===== config.mk =====
export PLATFORM = sky130hd
export DESIGN_NAME = multiplier_8
export DESIGN_NICKNAME = d
export VERILOG_FILES = /design/src/rtl/mult_pkg.sv /design/src/rtl/mult_abs.sv /design/src/rtl/multiplier_8.sv
export SDC_FILE = /design/constraint.sdc
export NUM_CORES = 1
export LEC_CHECK = 0
export BUFFER_PORTS_ARGS = -buffer_cell sky130_fd_sc_hd__buf_2
export CAP_MARGIN = 5
export CORE_ASPECT_RATIO = 1.1
export CORE_UTILIZATION = 47
export CTS_CLUSTER_DIAMETER = 100
export DETAILED_ROUTE_END_ITERATION = 10
export GPL_ROUTABILITY_DRIVEN = 0
export HOLD_SLACK_MARGIN = 0.12
export PLACE_DENSITY = 0.79
export SYNTH_ARGS = -nofsm -noshare
export SYNTH_HDL_FRONTEND = slang
export SYNTH_SLANG_ARGS = --single-unit

===== constraint.sdc =====
create_clock -name clk -period 5.05 [get_ports clk]
set_input_delay 1.01 -clock clk [delete_from_list [all_inputs] [get_ports clk]]
set_output_delay 1.01 -clock clk [all_outputs]
set_load 0.005 [all_outputs]

===== src/rtl/mult_pkg.sv =====
// Shared definitions for the SIMD multiplier operand-preparation stage.
// Element-width encoding and fixed datapath widths.
package mult_pkg;

  typedef enum logic [1:0] {
    SEW_8    = 2'b00,
    SEW_16   = 2'b01,
    SEW_32   = 2'b10,
    SEW_RSVD = 2'b11
  } sew_e;

  localparam int NUM_MULT = 8;
  localparam int LANE_W   = 8;
  localparam int DATA_W   = 32;

endpackage


===== src/rtl/mult_abs.sv =====
// Two's-complement magnitude/sign extractor, width W.
// Ports: x (element in), mag (|x|, W bits), sign (MSB of x).
// Macro MULT8_SIGNED_EN: defined -> signed magnitude; undefined -> raw pass, sign 0.
module mult_abs #(
  parameter int W = 8
) (
  input  logic [W-1:0] x,
  output logic [W-1:0] mag,
  output logic         sign
);

`ifdef MULT8_SIGNED_EN
  // Most-negative value wraps to itself, which is its unsigned magnitude.
  assign mag  = x[W-1] ? (~x + W'(1)) : x;
  assign sign = x[W-1];
`else
  assign mag  = x;
  assign sign = 1'b0;
`endif

endmodule


===== src/rtl/multiplier_8.sv =====
// Operand-prep stage: splits A/B into eight registered 8x8 operand pairs.
// Ports: clk, reset (async high), data_in_A/B[31:0], sew[1:0], count_0;
// outputs mult1..8_A/B[7:0], sign_A0..3, sign_B0..3. Macro: MULT8_SIGNED_EN.
module multiplier_8
  import mult_pkg::*;
(
  input  logic        clk,
  input  logic        reset,
  input  logic [31:0] data_in_A,
  input  logic [31:0] data_in_B,
  input  logic [1:0]  sew,
  input  logic        count_0,
  output logic [7:0]  mult1_A,
  output logic [7:0]  mult2_A,
  output logic [7:0]  mult3_A,
  output logic [7:0]  mult4_A,
  output logic [7:0]  mult5_A,
  output logic [7:0]  mult6_A,
  output logic [7:0]  mult7_A,
  output logic [7:0]  mult8_A,
  output logic [7:0]  mult1_B,
  output logic [7:0]  mult2_B,
  output logic [7:0]  mult3_B,
  output logic [7:0]  mult4_B,
  output logic [7:0]  mult5_B,
  output logic [7:0]  mult6_B,
  output logic [7:0]  mult7_B,
  output logic [7:0]  mult8_B,
  output logic        sign_A0,
  output logic        sign_A1,
  output logic        sign_A2,
  output logic        sign_A3,
  output logic        sign_B0,
  output logic        sign_B1,
  output logic        sign_B2,
  output logic        sign_B3
);

  localparam int OP_W = NUM_MULT * LANE_W;

  logic [DATA_W-1:0] a8_m, b8_m;
  logic [DATA_W-1:0] a16_m, b16_m;
  logic [DATA_W-1:0] a32_m, b32_m;
  logic [3:0]        a8_s, b8_s;
  logic [1:0]        a16_s, b16_s;
  logic              a32_s, b32_s;

  for (genvar g = 0; g < 4; g++) begin : g_e8
    mult_abs #(.W(8)) u_a (
      .x(data_in_A[8*g +: 8]), .mag(a8_m[8*g +: 8]), .sign(a8_s[g]));
    mult_abs #(.W(8)) u_b (
      .x(data_in_B[8*g +: 8]), .mag(b8_m[8*g +: 8]), .sign(b8_s[g]));
  end

  for (genvar g = 0; g < 2; g++) begin : g_e16
    mult_abs #(.W(16)) u_a (
      .x(data_in_A[16*g +: 16]), .mag(a16_m[16*g +: 16]), .sign(a16_s[g]));
    mult_abs #(.W(16)) u_b (
      .x(data_in_B[16*g +: 16]), .mag(b16_m[16*g +: 16]), .sign(b16_s[g]));
  end

  mult_abs #(.W(32)) u_a32 (.x(data_in_A), .mag(a32_m), .sign(a32_s));
  mult_abs #(.W(32)) u_b32 (.x(data_in_B), .mag(b32_m), .sign(b32_s));

  // Byte k of opa/opb is multiplier k+1; sgn = {B3..B0, A3..A0}.
  logic [OP_W-1:0] opa_d, opa_q;
  logic [OP_W-1:0] opb_d, opb_q;
  logic [7:0]      sgn_d, sgn_q;
  logic [7:0]      b32_lo, b32_hi;
  sew_e            sew_w;

  assign sew_w  = sew_e'(sew);
  // Pass select picks which B byte pair feeds this half of the 32x32.
  assign b32_lo = count_0 ? b32_m[23:16] : b32_m[7:0];
  assign b32_hi = count_0 ? b32_m[31:24] : b32_m[15:8];

  always_comb begin
    opa_d = '0;
    opb_d = '0;
    sgn_d = '0;
    unique case (1'b1)
      (sew_w == SEW_8): begin
        opa_d[31:0] = a8_m;
        opb_d[31:0] = b8_m;
        sgn_d       = {b8_s, a8_s};
      end
      (sew_w == SEW_16): begin
        opa_d = {a16_m[31:24], a16_m[31:24],
                 a16_m[23:16], a16_m[23:16],
                 a16_m[15:8],  a16_m[15:8],
                 a16_m[7:0],   a16_m[7:0]};
        opb_d = {b16_m[31:24], b16_m[23:16],
                 b16_m[31:24], b16_m[23:16],
                 b16_m[15:8],  b16_m[7:0],
                 b16_m[15:8],  b16_m[7:0]};
        sgn_d = {2'b00, b16_s, 2'b00, a16_s};
      end
      (sew_w == SEW_32): begin
        opa_d = {a32_m, a32_m};
        opb_d = {{4{b32_hi}}, {4{b32_lo}}};
        sgn_d = {3'b000, b32_s, 3'b000, a32_s};
      end
      default: begin
        opa_d = '0;
        opb_d = '0;
        sgn_d = '0;
      end
    endcase
  end

  always_ff @(posedge clk or posedge reset) begin
    if (reset) begin
      opa_q <= '0;
      opb_q <= '0;
      sgn_q <= '0;
    end else begin
      opa_q <= opa_d;
      opb_q <= opb_d;
      sgn_q <= sgn_d;
    end
  end

  assign {mult8_A, mult7_A, mult6_A, mult5_A,
          mult4_A, mult3_A, mult2_A, mult1_A} = opa_q;
  assign {mult8_B, mult7_B, mult6_B, mult5_B,
          mult4_B, mult3_B, mult2_B, mult1_B} = opb_q;
  assign {sign_B3, sign_B2, sign_B1, sign_B0,
          sign_A3, sign_A2, sign_A1, sign_A0} = sgn_q;

endmodule


==> results.tsv, run 1 <==
metric	value	unit
RSZ-0062 raised after global routing	false	
post-CTS setup buffers	0	
DP Wirelength	9070	um
hold_ws	873	ps
Worst Hold Class	input port to async pin	
die area	0.0104	mm^2
TritonCTS clock tree	yes	
sequential fraction of the synthesis area	0.598	
row count	37	
share of layout cells above drive strength 1	0.374	
Fin. Hold Viols	0	
worst-margin pin slew	1120	ps
Post-CTS Hold Fix Bufs	0	
port buffer count	196	
global-route wire length before repair	19200	um
Antenna Cells	0	
Max Root-Sink Buffers	2	
CTS resizes	0	
largest net degree at the start of global routing	87	
Tcrit/Tclk final	0.543	
CP Launch Type	input port	
Tmin final	2740	ps
placed cell count	690	
Routed Antenna Nets	0	
H-tree depth	3	
Gate Count Post-Synth	416	
DR vias/cell	5.42	
Slew Limit Fails	0	
Total GRT Usage	0.240	
Peak Freq	364	MHz
Worst Path Arrival	3050	ps
Top Ports	205	
clk sinks	112	
Yosys reg bits	112	
Cell Count, Final, Fillers Out	706	
Die Span X	97.2	um
vias in the first global route	3656	
Area Overhead vs Synth	23.0	%
Slowest cell on crit path	ha_1	
filler cell count	784	
peak supply drop	0.154	mV
GR Overflow Total	0	
Syn Area/Cell	11.3	um^2
Critical Path RT	5360	ps
leak pwr	0.00314	uW
total number of vias	3828	
final setup fails	0	
mapped cell area	0.00468	mm^2
PD cells	321	mW/mm^2
Worst slew margin	0.254	
post-layout util	0.604	
nets	658	
ys async rst share	1.00	
Setup TNS	0	ps
Clk pin slew, worst setup/hold paths	100	ps
core footprint	0.00954	mm^2
Initial Util	0.491	
detailed-route wire length	12400	um
DRT Pass-1 Iters	5	
root buffer cell	clkbuf_8	
initial antenna violation count	0	
Crit Path Max Fanout	41	
CTS buffer count	9	
Initial DRC Count	234	
total power	1850	uW
number of synthesized flops with an enable pin	0	
Main synth FF type	dfrtp_1	
maxcap violations	0	
die height	107	um
drc violations	0	
crit path capture type	register	
CP cell instances	buf_2 -> clkinv_1 -> ha_1 -> nand2_1 -> nor2_1 -> a21o_1	
Avg WL per Cell	17.5	um
crit path kind	input port to register	
status	complete, no violations	
Unique masters post-synth	30	
crit-path max cell delay	1030	ps
yosys warns	0	
[cells in the final DEF (no fill, tap or decap), types with 10 or more instances in the layout]
cell      Yosys  routed
dfrtp_1     112     112
o22ai_1      14      14
a21boi_0     16      16
and2_1       17      17
a21oi_1      18      18
a22o_1       12      12
a22oi_1      25      25
o21ai_0      10      10
nand2_1      73      73
mux2i_1      16      16
nor2_1       13      13
buf_2        12     196
[metrics by stage]
| step | worst slack (ps) | instance area [um^2] |
|---|---|---|
| global placement | 2020 | 5540 |
| finish | 2310 | 5760 |
| CTS | 2260 | 5760 |
| detailed placement | 1880 | 5540 |
| floorplan | 1080 | 4710 |
| global route | 2110 | 5760 |
[kinds of logic after synthesis]
group | synth area share
DFF | 0.598
adders and majority gates | 0.0134
and+or+nand+nor | 0.112
muxes | 0.0342
AOI/OAI and AO/OA | 0.169
buffers and inverters | 0.0713
other | 0.000801
[synth_stat cells, types with 12 or more instances]
master | number | area share
a22oi_1 | 25 | 0.040
dfrtp_1 | 112 | 0.60
o22ai_1 | 14 | 0.019
nand2_1 | 73 | 0.059
mux2i_1 | 16 | 0.034
a22o_1 | 12 | 0.022
nor2_1 | 13 | 0.010
buf_2 | 12 | 0.013
a21oi_1 | 18 | 0.019
and2_1 | 17 | 0.023
a21boi_0 | 16 | 0.026
buf_4 | 29 | 0.046
[worst max path at each step]
stage	depth (start not counted)	startpoint	to
after floorplan	1	reset	opa_q[0]
after global placement	6	sew[0]	opb_q[62]
after detailed placement	6	sew[0]	opb_q[62]
after CTS	6	sew[0]	opb_q[62]
after global routing	6	sew[0]	opb_q[54]
final	6	sew[0]	opb_q[62]
[state kept, by name (all words and copies together), names as in the netlist]
signal,count
opa_q,64
opb_q,48
[report_power, final]
| part | internal, uW | switching [uW] | leakage, uW | total [uW] |
|---|---|---|---|---|
| combinational | 123 | 167 | 0.00156 | 290 |
| clock | 282 | 299 | 0.000107 | 581 |
| sequential | 957 | 21.0 | 0.00147 | 978 |
| total | 1360 | 487 | 0.00314 | 1850 |
[critical path: cells and delay by family]
kind,cells,cell delay [ps]
buf+inv,2,220
compound gates,1,110
simple gates,2,680
fa+ha+maj,1,1030
[layer usage]
metal  global-route usage  part of all wire  up-vias
met5                    0                 0        -
met4                0.112             0.026        0
met3               0.0424             0.069       31
met2                0.401              0.51      220
met1                0.307              0.39     1849
li1                     -                 -     1728
[layout make-up]
type                            instances  area (um^2)  area share
Clock inverter                          6         93.8      0.0163
Multi-Input combinational cell        259         1580       0.274
Timing Repair Buffer                  198          996       0.173
Clock buffer                           10          128      0.0221
Inverter                                4         17.5     0.00304
Sequential cell                       112         2800       0.486
Tap cell                              117          146      0.0254
Note: power is estimated with default switching activity, not from simulation.
==> run 2, diff against run 1 <==
clock period = 2.7 ns   (was 5.05 ns; I/O delays follow)
==> results.tsv, run 2 (synthesis results as in run 1) <==
metric	value	unit	change
clock power share	0.287		was 0.314
FF+latch area	0.00280	mm^2	unchanged
Routed Antenna Nets	0		unchanged
Flop pwr share	0.547		was 0.529
Critical Path RT	2950	ps	was 5360 ps
Tmin final	1740	ps	
Area Overhead vs Synth	23.6	%	was 23.0%
Peak Freq	576	MHz	
area occupied by multi-input gates	0.00158	mm^2	unchanged
Post-CTS Hold Fix Bufs	0		unchanged
Crit Path Max Fanout	13		was 41
biggest regs	opa_q: 64 flops, opb_q: 48 flops		unchanged
Slowest cell on crit path	ha_1		unchanged
DP Wirelength	8940	um	was 9070 um
GR Overflow Total	0		unchanged
max reg flops	64		unchanged
final setup fails	0		unchanged
Avg WL per Cell	17.5	um	about the same
crit path capture type	register		unchanged
NetSw	897	uW	was 487 uW
DR vias/cell	5.38		was 5.42
most frequent cells in the layout	196 x buf_2, 112 x dfrtp_1, 73 x nand2_1, 25 x a22oi_1, 18 x a21oi_1		unchanged
vias in the first global route	3749		was 3656
global-route wire length before repair	19300	um	was 19200 um
Worst Path Arrival	1990	ps	was 3050 ps
Comb pwr share	0.166		was 0.157
DRT Pass-1 Iters	5		unchanged
post-CTS setup buffers	0		unchanged
detailed-route wire length	12400	um	about the same
Sw Share	0.269		was 0.263
Setup TNS	0	ps	unchanged
Fin. Hold Viols	0		unchanged
row count	37		unchanged
Initial DRC Count	295		was 234
PD cells	577	mW/mm^2	was 321 mW/mm^2
die height	107	um	unchanged
largest net degree at the start of global routing	113		was 87
TritonCTS clock tree	yes		unchanged
filler cell count	746		was 784
nets	664		was 658
P_int	2440	uW	was 1360 uW
Tcrit/Tclk final	0.643		
root buffer cell	clkbuf_8		unchanged
CTS resizes	0		unchanged
clk sinks	112		unchanged
worst-margin pin slew	636	ps	was 1120 ps
crit path kind	input port to register		unchanged
CTS buffer count	9		unchanged
share of layout cells above drive strength 1	0.380		was 0.374
CP cell instances	buf_2 -> clkinv_1 -> ha_1 -> nor2_1 -> a21oi_4 -> a22o_1		was buf_2 -> clkinv_1 -> ha_1 -> nand2_1 -> nor2_1 -> a21o_1
crit-path max cell delay	390	ps	was 1030 ps
peak supply drop	0.233	mV	was 0.154 mV
Antenna Cells	0		unchanged
port buffer count	196		unchanged
Die Span X	97.2	um	unchanged
RSZ-0062 raised after global routing	false		unchanged
CP Launch Type	input port		unchanged
Total GRT Usage	0.240		about the same
Initial Util	0.491		unchanged
drc violations	0		unchanged
Worst slew margin	0.576		was 0.254
core footprint	0.00954	mm^2	unchanged
Slew Limit Fails	0		unchanged
Top Ports	205		unchanged
Top reg by flops	opa_q		unchanged
total number of vias	3832		was 3828
initial antenna violation count	0		unchanged
most common cell after layout, fill and taps aside	buf_2		unchanged
maxcap violations	0		unchanged
Max Root-Sink Buffers	2		unchanged
hold_ws	316	ps	was 873 ps
H-tree depth	3		unchanged
Worst Hold Class	input port to async pin		unchanged
die area	0.0104	mm^2	unchanged
Clk pin slew, worst setup/hold paths	90	ps	was 100 ps
leak pwr	0.00316	uW	was 0.00314 uW
status	complete, no violations		unchanged
[run 2: changes by cell type in the layout (fill, tap and decap cells not counted), sizes merged]
| cell | previous run | this run |
|---|---|---|
| buf | 198 | 204 |
| clkinv | 4 | 2 |
| inv | 3 | 4 |
| bufinv | 2 | 0 |
| clkbuf | 10 | 13 |
[run 2: path summary, 6_finish.rpt]
path                              start         to  slack, ps
max                              sew[0]   opb_q[4]        960
min                               reset  opa_q[52]        320
max in group asynchronous         reset  opb_q[24]       1920
min in group clk           data_in_A[3]   opa_q[3]        410
[run 2: metal layers]
layer	global-route usage	vias up	routed length, um
li1	-	1736	-
met1	0.306	1853	4960
met2	0.397	221	6250
met3	0.0489	22	908
met4	0.109	0	309
met5	0	-	0
[run 2: critical path, delay by kind of cell]
family,cells,cell delay [ps]
AO/OA/AOI/OAI,2,410
adder cells (fa/ha/maj),1,390
AND/OR/NAND/NOR,1,380
buffers and inverters,2,260
[run 2: power groups by stage]
stage	combinational [uW]	sequential, uW	clock [uW]
after floorplan	281	1870	0
after global placement	543	1860	0
after detailed placement	555	1860	0
after CTS	557	1830	985
after global routing	609	1840	1060
final	556	1830	960
[run 2: stage by stage]
stage | utilization | std cells | setup WS, ps | area, um^2 | total power (uW)
2_1_floorplan | - | 423 | 764 | 4710 | 2160
3_3_place_gp | 0.587 | 696 | 681 | 5600 | 2400
3_5_place_dp | 0.587 | 696 | 597 | 5600 | 2410
4_1_cts | 0.607 | 712 | 999 | 5790 | 3370
5_1_grt | 0.607 | 712 | 881 | 5790 | 3500
6_report | 0.607 | 712 | 965 | 5790 | 3340
[run 2: area by class of cell]
cell class / instances / area share
flip-flops and latches: 112 / 0.484
multi-input cells: 259 / 0.272
clock inverters: 3 / 0.00389
inverters: 4 / 0.00324
repair buffers: 204 / 0.182
clock buffers: 13 / 0.0292
well taps: 117 / 0.0253
==> run 3, diff against run 2 <==
CORE_UTILIZATION = 43   (was 47)
PLACE_DENSITY = 0.77   (was 0.79)
clock period = 1.55 ns   (was 2.7 ns; I/O delays follow)
==> results.tsv, run 3 (synthesis results as in run 1) <==
metric	value	unit	change
status	complete, no violations		unchanged
CP cell instances	buf_2 -> clkinv_2 -> ha_1 -> and2_1 -> nand2_1 -> o21ai_0		was buf_2 -> clkinv_1 -> ha_1 -> nor2_1 -> a21oi_4 -> a22o_1
Critical Path RT	1800	ps	was 2950 ps
P_int	5010	uW	was 2440 uW
root buffer cell	clkbuf_16		was clkbuf_8
most frequent cells in the layout	196 x buf_2, 112 x dfrtp_1, 73 x nand2_1, 25 x a22oi_1, 25 x buf_4		was 196 x buf_2, 112 x dfrtp_1, 73 x nand2_1, 25 x a22oi_1, 18 x a21oi_1
Clk pin slew, worst setup/hold paths	70	ps	was 90 ps
largest net degree at the start of global routing	37		was 113
Routed Antenna Nets	0		unchanged
Fin. Hold Viols	0		unchanged
Flop pwr share	0.479		was 0.547
die height	111	um	was 107 um
Max Root-Sink Buffers	2		unchanged
Slowest cell on crit path	ha_1		unchanged
Sw Share	0.247		was 0.269
WP buf/inv	2		unchanged
post-CTS setup buffers	0		unchanged
worst-margin pin slew	510	ps	was 636 ps
Avg WL per Cell	16.6	um	was 17.5 um
CP Launch Type	input port		unchanged
Peak Freq	760	MHz	
biggest regs	opa_q: 64 flops, opb_q: 48 flops		unchanged
filler cell count	890		was 746
global-route wire length before repair	19500	um	was 19300 um
Tcrit/Tclk final	0.849		
crit path kind	input port to register		unchanged
share of layout cells above drive strength 1	0.404		was 0.380
CTS buffer count	9		unchanged
row count	39		was 37
die area	0.0113	mm^2	was 0.0104 mm^2
drc violations	0		unchanged
Worst Hold Class	input port to register		was input port to async pin
Initial DRC Count	154		was 295
total number of vias	3961		was 3832
min setup slack post-route	233	ps	was 965 ps
Top Family by Delay on Critical Path	simple AND/OR/NAND/NOR gates		was compound AO/OA/AOI/OAI gates
H-tree depth	3		unchanged
Total GRT Usage	0.227		was 0.240
Initial Util	0.446		was 0.491
maxcap violations	0		unchanged
DR vias/cell	5.21		was 5.38
TritonCTS clock tree	yes		unchanged
CP startpoint	sew[0]		unchanged
Slew Limit Fails	0		unchanged
most common cell after layout, fill and taps aside	buf_2		unchanged
leak pwr	0.00335	uW	was 0.00316 uW
clock power share	0.367		was 0.287
PD cells	1080	mW/mm^2	was 577 mW/mm^2
DP Wirelength	9430	um	was 8940 um
Comb pwr share	0.155		was 0.166
vias in the first global route	3885		was 3749
GR Overflow Total	0		unchanged
Area Overhead vs Synth	31.9	%	was 23.6%
Worst slew margin	0.659		was 0.576
nets	687		was 664
RSZ-0062 raised after global routing	false		unchanged
final setup fails	0		unchanged
dpl ws	-127	ps	was 597 ps
Worst Hold Launch	data_in_B[7]		
Crit Path Max Fanout	9		was 13
Tmin final	1320	ps	
peak supply drop	0.579	mV	was 0.233 mV
crit path capture type	register		unchanged
post-layout util	0.589		was 0.607
initial antenna violation count	0		unchanged
NetSw	1650	uW	was 897 uW
Top reg by flops	opa_q		unchanged
core footprint	0.0105	mm^2	was 0.00954 mm^2
max reg flops	64		unchanged
total power	6660	uW	was 3340 uW
Antenna Cells	0		unchanged
Top Ports	205		unchanged
port buffer count	196		unchanged
detailed-route wire length	12600	um	was 12400 um
clk sinks	112		unchanged
crit-path max cell delay	400	ps	was 390 ps
DRT Pass-1 Iters	5		unchanged
Die Span X	102	um	was 97.2 um
Worst Path Arrival	1560	ps	was 1990 ps
-- run 3: changes by cell type in the layout (fill, tap and decap cells not counted), sizes merged --
cell / delta
inv: +1
clkinv: -1
clkbuf: -3
buf: +22
dlygate4sd3: +1
bufinv: +2
-- run 3: cell type report --
class	instances	area, um^2	area share
timing repair buffer	227	1280	0.207
inverter	4	20.0	0.00324
tap	143	179	0.0290
multi-input combinational	259	1580	0.256
clock buffer	10	229	0.0371
sequential	112	2800	0.454
clock inverter	5	86.3	0.0140
-- run 3: path summary, 6_finish.rpt --
check	to	slack, ps	cells after the start
hold / removal	opb_q[7]	210	2
max in group asynchronous	opb_q[22]	510	4
min in group asynchronous	opa_q[51]	530	3
setup / recovery	opb_q[55]	230	6
-- run 3: timing repair --
action,in CTS,in global routing
gates resized for setup,0,0
endpoints found under the hold margin,13,0
hold buffers,1,0
-- run 3: per-layer routing --
metal  wire length [um]  share of wire  up-vias  global-route usage
li1                   -              -     1787                   -
met1               4810           0.38     1939               0.269
met2               6710           0.53      198               0.395
met3                682          0.054       37              0.0333
met4                420          0.033        0               0.118
met5                  0              0        -                   0
-- run 3: per-stage QoR --
stage          cell area [um^2]  setup TNS, ps  std cells  hold slack [ps]
2_1_floorplan              4730         -13150        423              427
4_1_cts                    6180              0        760              197
3_3_place_gp               5850           -165        744              349
6_report                   6180              0        760              211
5_1_grt                    6180              0        760              204
3_5_place_dp               5850          -1810        744              343
-- run 3: power by group through the flow --
stage,clock network (uW),registers [uW],logic [uW]
finish,2440,3190,1030
detailed placement,0,3240,1030
global route,2600,3200,1130
CTS,2490,3190,1030
global placement,0,3240,1010
floorplan,0,3270,494
